==> src/rtl/commit_trace_unit.sv <==
// commit_trace_unit: captures one commit record per retired instruction into a FIFO,
// with instruction/cycle/drop counters, a cycle-limit watchdog and sticky status.
module commit_trace_unit #(
    parameter int DATA_W      = 16,
    parameter int DEPTH       = 8,
    parameter int CNT_W       = 32,
    parameter int CYCLE_LIMIT = 100000
) (
    input  logic                     clk,
    input  logic                     rst_n,
    input  logic                     clr,
    input  logic                     retire_vld,
    input  logic [DATA_W-1:0]        retire_pc,
    input  logic                     retire_reg_write,
    input  logic [3:0]               retire_write_reg,
    input  logic [DATA_W-1:0]        retire_write_data,
    input  logic                     retire_mem_read,
    input  logic                     retire_mem_write,
    input  logic [DATA_W-1:0]        retire_mem_addr,
    input  logic [DATA_W-1:0]        retire_mem_data,
    input  logic                     retire_halt,
    output logic                     trc_vld,
    input  logic                     trc_rdy,
    output logic [CNT_W-1:0]         trc_inum,
    output logic [DATA_W-1:0]        trc_pc,
    output logic [1:0]               trc_kind,
    output logic                     trc_load,
    output logic [3:0]               trc_reg,
    output logic [DATA_W-1:0]        trc_value,
    output logic [DATA_W-1:0]        trc_addr,
    output logic [$clog2(DEPTH):0]   fifo_level,
    output logic [CNT_W-1:0]         inst_count,
    output logic [CNT_W-1:0]         cycle_count,
    output logic [CNT_W-1:0]         drop_count,
    output logic                     overflow,
    output logic                     halted,
    output logic                     timeout,
    output logic                     done
);
    localparam int AW = $clog2(DEPTH);
    localparam int LW = AW + 1;

    typedef struct packed {
        logic [CNT_W-1:0]  inum;
        logic [DATA_W-1:0] pc;
        logic [1:0]        kind;
        logic              load;
        logic [3:0]        rgn;
        logic [DATA_W-1:0] value;
        logic [DATA_W-1:0] addr;
    } rec_t;

    rec_t              r_mem [DEPTH];
    logic [AW-1:0]     r_wptr, r_rptr;
    logic [LW-1:0]     r_level;
    logic [CNT_W-1:0]  r_inst, r_cycle, r_drop;
    logic              r_ovf, r_halted, r_timeout;

    rec_t              w_rec, w_head;
    logic [1:0]        w_kind;
    logic              w_acc, w_pop, w_full, w_push, w_drop, w_run;
    logic [CNT_W-1:0]  w_cyc_inc;

    assign w_kind = retire_reg_write ? 2'd1 : retire_halt ? 2'd3 : retire_mem_write ? 2'd2 : 2'd0;
    assign w_rec  = '{
        inum:  r_inst,
        pc:    retire_pc,
        kind:  w_kind,
        load:  retire_reg_write & retire_mem_read,
        rgn:   (w_kind == 2'd1) ? retire_write_reg : 4'd0,
        value: (w_kind == 2'd1) ? retire_write_data : (w_kind == 2'd2) ? retire_mem_data : '0,
        addr:  (retire_mem_read | retire_mem_write) ? retire_mem_addr : '0
    };

    assign w_run     = ~r_halted & ~r_timeout;
    assign w_acc     = retire_vld & w_run;
    assign trc_vld   = r_level != '0;
    assign w_pop     = trc_vld & trc_rdy;
    assign w_full    = r_level == LW'(DEPTH);
    // a full FIFO still takes the record when the head leaves in the same cycle
    assign w_push    = w_acc & (~w_full | w_pop);
    assign w_drop    = w_acc & ~w_push;
    assign w_cyc_inc = r_cycle + 1'b1;

    always_ff @(posedge clk or negedge rst_n) begin
        if (!rst_n) begin
            r_wptr    <= '0;
            r_rptr    <= '0;
            r_level   <= '0;
            r_inst    <= '0;
            r_cycle   <= '0;
            r_drop    <= '0;
            r_ovf     <= 1'b0;
            r_halted  <= 1'b0;
            r_timeout <= 1'b0;
        end else if (clr) begin
            r_wptr    <= '0;
            r_rptr    <= '0;
            r_level   <= '0;
            r_inst    <= '0;
            r_cycle   <= '0;
            r_drop    <= '0;
            r_ovf     <= 1'b0;
            r_halted  <= 1'b0;
            r_timeout <= 1'b0;
        end else begin
            if (w_push) r_wptr <= r_wptr + 1'b1;
            if (w_pop) r_rptr <= r_rptr + 1'b1;
            r_level <= r_level + LW'(w_push) - LW'(w_pop);
            if (w_acc) r_inst <= r_inst + 1'b1;
            if (w_drop) begin
                r_drop <= (&r_drop) ? r_drop : r_drop + 1'b1;
                r_ovf  <= 1'b1;
            end
            if (w_acc && w_kind == 2'd3) r_halted <= 1'b1;
            if (w_run) begin
                r_cycle <= w_cyc_inc;
                if (w_cyc_inc == CNT_W'(CYCLE_LIMIT)) r_timeout <= 1'b1;
            end
        end
    end

    always_ff @(posedge clk) begin
        if (w_push) r_mem[r_wptr] <= w_rec;
    end

    assign w_head      = trc_vld ? r_mem[r_rptr] : '0;
    assign trc_inum    = w_head.inum;
    assign trc_pc      = w_head.pc;
    assign trc_kind    = w_head.kind;
    assign trc_load    = w_head.load;
    assign trc_reg     = w_head.rgn;
    assign trc_value   = w_head.value;
    assign trc_addr    = w_head.addr;
    assign fifo_level  = r_level;
    assign inst_count  = r_inst;
    assign cycle_count = r_cycle;
    assign drop_count  = r_drop;
    assign overflow    = r_ovf;
    assign halted      = r_halted;
    assign timeout     = r_timeout;
    assign done        = r_halted & (r_level == '0);
endmodule

==> config.mk <==
export PLATFORM = sky130hd
export DESIGN_NAME = commit_trace_unit
export DESIGN_NICKNAME = d
export VERILOG_FILES = /design/src/rtl/commit_trace_unit.sv
export SDC_FILE = /design/constraint.sdc
export NUM_CORES = 1
export LEC_CHECK = 0
export CAP_MARGIN = 10
export CELL_PAD_IN_SITES_DETAIL_PLACEMENT = 2
export CELL_PAD_IN_SITES_GLOBAL_PLACEMENT = 2
export CORE_UTILIZATION = 25
export CTS_BUF_LIST = sky130_fd_sc_hd__clkbuf_4
export DETAILED_ROUTE_END_ITERATION = 8
export GPL_TIMING_DRIVEN = 0
export PLACE_DENSITY = 0.47
export SYNTH_ARGS = -nofsm -noshare
export SYNTH_HDL_FRONTEND = slang
export SYNTH_SLANG_ARGS = --single-unit
==> constraint.sdc <==
create_clock -name clk -period 20.6 [get_ports clk]
set_clock_uncertainty 0.15 [all_clocks]
set_input_delay 4.12 -clock clk [delete_from_list [all_inputs] [get_ports clk]]
set_output_delay 4.12 -clock clk [all_outputs]
set_load 0.05 [all_outputs]
Word-level counts from Yosys, hierarchy flattened --
Memory sizes are Yosys's and may differ from the RTL's. Index checks and enable logic that the tools add are counted.
Storage, ports and cells: register bits 109, memory bits (writable) 696, input bits 77, output and inout bits 192, logic and storage cells 78, memories kept 1
Cells by class: add/subtract/negate cells 7, eq/ne operators 6, muxes and demuxes 29, bitwise operators 13, reductions and logical operators 13
Memory list:
- r_mem | depth 8, width 87, rd ports 1, clocked after Yosys merged registers in 0, wr ports 1, line 53 | rec_t r_mem [DEPTH];
Operators with widths (count):
- $mux W32 | 7
- $add A32 B1 Y32 const B | 3
- $mux W87 | 1
- $mux W16 | 3
- $eq A32 B17 Y1 const B | 1
- $reduce_and A32 Y1 | 1
- $reduce_bool A2 Y1 | 7
- $mux W3 | 4
- $mux W1 | 9
- $mux W4 | 2
- $and A1 B1 Y1 | 7
- $add A3 B1 Y3 const B | 2
- $mux W2 | 3
- $add A4 B1 Y4 | 1
- $eq A2 B2 Y1 const B | 2
- $eq A4 B4 Y1 const B | 1
- $logic_not A4 Y1 | 1
- $not A1 Y1 | 4
- $reduce_and A2 Y1 | 2
- $reduce_bool A4 Y1 | 1
- $sub A4 B1 Y4 | 1
- $eq A2 B1 Y1 const B | 1
- $ne A2 B2 Y1 const B | 1
- $or A1 B1 Y1 | 2
- $logic_and A1 B1 Y1 | 1

Longest topological paths before layout --
word-level depth 8, gate-level depth with buffers 14, gate-level depth less buffers 13

Worst setup path after synthesis --
Ideal clock, no wire load.
kind input port to flip-flop, from input port retire_vld, to memory r_mem[0][0] in the netlist's numbering, enable pin, setup time 0.639 ns, data arrival time 10.768 ns, required time 19.811 ns, slack 9.043 ns, stages 4, buffers on the path 0, cells stage by stage nor3b_4 and2_0 nand2b_1 nor3_1
Between the ends: longest elaborated chain between the ends 4
RTL lines:
- start: declaration | line 12 | input logic retire_vld,
- $and A1 B1 Y1 | line 76 | assign w_acc = retire_vld & w_run;
- $and A1 B1 Y1 | line 81 | assign w_push = w_acc & (~w_full | w_pop);
- $mux W1 | line 124 | if (w_push) r_mem[r_wptr] <= w_rec;
- $mux W1 (implied by the code) | line 124
- end: declaration | line 53
Every way passes these cells.

Worst setup path in the final report --
from register r_rptr[0], to output port trc_addr[10]
Between the ends: longest elaborated chain between the ends 2
RTL lines:
- start: declaration | line 54 | logic [AW-1:0] r_wptr, r_rptr;
- start signal: assignment | line 108 | if (w_pop) r_rptr <= r_rptr + 1'b1;
- $mem_v2 Z8 W87
- $mux W87 | line 127 | assign w_head = trc_vld ? r_mem[r_rptr] : '0;
- end: declaration | line 30 | output logic [DATA_W-1:0] trc_addr,
Every way passes these cells.

==> flow_summary.yaml <==
power:
  overall_power_consumption_w: 0.00488
  p_leak_nw: 13.8
  power.density_nw_per_um2: 117
  vdd.ir_drop.worst_v: 0.0000542
sta:
  final_max_slew_viol_count: 0
  min_period_over_period_pct: 46.3
  timing.setup.tns_ns: 0
  final_hold_viol_count: 0
  report.final.setup_viol: 0
  transition_time_at_the_pin_with_the_least_slew_margin_ns: 1.14
  final_critical_period_ns: 9.53
  slew_headroom_pct: 24.1
  maxClockFrequency_mhz: 105
  setup_repair_after_global_routing_missed_its_margin: "false"
detailed_routing:
  drt_first_pass_iters: 5
  detail_route.wl_per_cell_um: 23.3
  initialDrtViolationCount: 842
  vias: 19000
  route.antenna.remaining_nets: 0
  post_drt_via_cell_ratio: 4.39
  detail_route.drc_violations: 0
  finalWirelength_um: 100000
global_route:
  grt_max_degree: 65
  grt-ovfl-total: 0
  via_count_of_the_first_global_routing_pass: 21800
  number_of_antenna_violations_at_the_first_check_in_global_routing: 2
  grt_pass1_wl_um: 147000
  global_route_usage_sum_pct: 15.4
cts:
  cts_max_path_buffers: 3
  cts_max_level: 4
  hold_fix_buffers_cts: 0
  clock_tree_from_tritoncts: "built"
  post_cts_resized: 0
  clkSinkCount: 805
  path_clk_slew_ns: 0.07
  post-cts-setup-buffer-count: 0
  root_buffer: "sky130_fd_sc_hd__clkbuf_4"
  clock_latency_ns: 1.15
  cts_inserted_buffers: 224
min_path:
  worstHoldPathType: "reg2reg"
  instance_count_along_the_most_critical_hold_path: 2
  holdCritStartpoint: "overflow$_DFFE_PN0P_"
worst_setup_path:
  crit_chain: "clkbuf_1 > clkbuf_1 > buf_1 > mux4_2 > mux2i_1 > nor2_1 > clkdlybuf4s50_1"
  critical_path.most_common_cell: "sky130_fd_sc_hd__clkbuf_1"
  cpPeakStageDelay_ns: 0.88
  worst_r2r_startpoint: "halted$_DFFE_PN0P_"
  path_delay_family: "buffers and inverters"
  r2r.worst_path.cells: 8
  timing.critical_path.fanout_max: 10
  cp_data_required_time_ns: 16.33
  cp.depth: 7
  setup.worst_path.start_class: "flop"
  critPathSlowestCell: "sky130_fd_sc_hd__clkbuf_1"
  critPathCaptureType: "output port"
  timing.critical_path.from: "r_rptr[0]$_DFFE_PN0P_"
  criticalPathCategory: "reg2out"
  cp.arrival_ns: 5.26
  number_of_buffers_and_inverters_on_the_critical_path: 4
synth:
  synth_top_cell_by_area: "sky130_fd_sc_hd__edfxtp_1"
  synth-edff-count: 696
  dominant_cell_by_count_in_the_synthesized_netlist: "sky130_fd_sc_hd__edfxtp_1"
  synth_top_flop_cell: "sky130_fd_sc_hd__edfxtp_1"
  synth_common_cells: "696 x sky130_fd_sc_hd__edfxtp_1, 207 x sky130_fd_sc_hd__nor2_1, 174 x sky130_fd_sc_hd__mux4_2"
  synth_warnings: 0
  syn-instance-count: 1836
  yosysTopAreaCellShare_pct: 63.8
  synthesis.nets: 1926
  synth.avg_cell_area_um2: 17.8
  ys_seq_elements: 805
  synth.area.top_cells: "sky130_fd_sc_hd__edfxtp_1 64%, sky130_fd_sc_hd__mux4_2 12%, sky130_fd_sc_hd__dfrtp_1 8.3%, sky130_fd_sc_hd__mux2i_1 2.8%, sky130_fd_sc_hd__nor2_1 2.4%"
  async_flop_share_pct: 13.5
  synth_cell_type_count: 56
  synthesis.area_um2: 32800
  synth.yosys.seq_area_share_pct: 72.1
floorplanning:
  core_area_um2: 130000
  dieWidth_um: 364
  die_height_um: 364
  std_cell_rows: 132
  io_pins: 269
  initial_core_util_pct: 25.2
  floorplan.die_area_um2: 132000
job:
  max_cap_viol: 0
placed_design:
  gp_routability_congestion: 0.741
  hpwlAfterDp_um: 68000
  io_buffer_count: 268
finish:
  area_growth_pct: 27.2
  filler_cell_count: 13300
  drive_gt1_share_pct: 25.6
  layout.nets: 2478
run_status:
  status: "completed"
worst register-to-register path, cell delays in order, from the launching register on:
cell and delay [ns]:
sky130_fd_sc_hd__dfrtp_1 0.54, sky130_fd_sc_hd__nor3b_4 0.57, sky130_fd_sc_hd__and2_0 0.37, sky130_fd_sc_hd__nand2b_1 0.30, sky130_fd_sc_hd__nor2_4 0.50, sky130_fd_sc_hd__buf_16 0.23, sky130_fd_sc_hd__buf_12 0.20, sky130_fd_sc_hd__buf_12 0.22
sky130_fd_sc_hd__buf_12 0.22
layout by cell type (no fill, tap or decap), types with 35 or more instances in the layout:
cell                                n
sky130_fd_sc_hd__mux2i_1           93
sky130_fd_sc_hd__mux4_2           174
sky130_fd_sc_hd__clkinv_1          45
sky130_fd_sc_hd__clkdlybuf4s50_1  267
sky130_fd_sc_hd__xor2_1            64
sky130_fd_sc_hd__nand4_1           36
sky130_fd_sc_hd__clkbuf_1          60
sky130_fd_sc_hd__edfxtp_1         696
sky130_fd_sc_hd__nand3_1           39
sky130_fd_sc_hd__clkbuf_4         348
sky130_fd_sc_hd__dfrtp_1          109
sky130_fd_sc_hd__buf_4             35
sky130_fd_sc_hd__nor2_1           201
sky130_fd_sc_hd__nand2_1           50
registers in the layout, indices dropped and copies added (netlist names):
| register | count |
|---|---|
| r_mem | 696 |
| cycle_count | 32 |
| drop_count | 32 |
| inst_count | 32 |
| fifo_level | 4 |
| r_rptr | 3 |
| r_wptr | 3 |
| halted | 1 |
| overflow | 1 |
| timeout | 1 |
kinds of logic (layout without fill, tap and decap cells):
family | Yosys count | after routing | share of synthesized area [%]
flip-flops | 805 | 805 | 72.1
AND/OR/NAND/NOR | 456 | 456 | 6.88
multiplexers | 267 | 267 | 14.8
buffers and inverters | 137 | 873 | 1.96
XOR/XNOR | 87 | 87 | 2.33
AO/OA/AOI/OAI | 71 | 71 | 1.38
adder cells (fa/ha/maj) | 13 | 13 | 0.519
other | 0 | 6 | 0
layout make-up:
type / count / area, µm² / area share [%]
plain buffers: 121 / 583 / 1.40
repair buffers: 326 / 3700 / 8.88
clock buffers: 348 / 2610 / 6.27
inverters: 16 / 60.1 / 0.144
diodes: 6 / 15.0 / 0.0360
flip-flops and latches: 805 / 23600 / 56.7
multi-input cells: 894 / 8540 / 20.5
well taps: 1742 / 2180 / 5.23
clock inverters: 62 / 335 / 0.805
metal layers:
| metal | GRT usage, % | vias up | wire length [µm] |
|---|---|---|---|
| li1 | - | 8427 | - |
| met1 | 18.6 | 9972 | 42600 |
| met2 | 26.0 | 432 | 50000 |
| met3 | 4.86 | 151 | 6010 |
| met4 | 4.72 | 0 | 1830 |
| met5 | 0 | - | 0 |
through the flow:
step           utilization, %  area [µm²]  setup slack [ns]  hold slack (ns)  std cells
3_3_place_gp             29.0       37600            -0.644            0.389       3846
2_1_floorplan               -       32800              9.04            0.384       1836
4_1_cts                  32.1       41600             10.58            0.419       4313
6_report                 32.1       41700             11.07            0.393       4320
5_1_grt                  32.1       41700             10.57            0.455       4320
3_5_place_dp             29.8       38700             12.01            0.404       3903
power breakdown:
group / leakage [nW] / internal (W) / switching [W]
clock: 1.75 / 0.000782 / 0.000707
sequential: 7.99 / 0.00184 / 0.0000210
combinational: 4.10 / 0.000555 / 0.000974
path summary, 6_finish.rpt:
check / end / slack (ns)
max: trc_addr[10] / 11.07
min: overflow$_DFFE_PN0P_ / 0.39
max reg2reg: r_mem[2][19]$_DFFE_PP_ / 16.96
min reg2reg: overflow$_DFFE_PN0P_ / 0.39
max in group asynchronous: drop_count[17]$_DFFE_PN0P_ / 16.73
min in group asynchronous: cycle_count[23]$_DFFE_PN0P_ / 2.79
No activity file was read; power rests on OpenSTA's default activity.
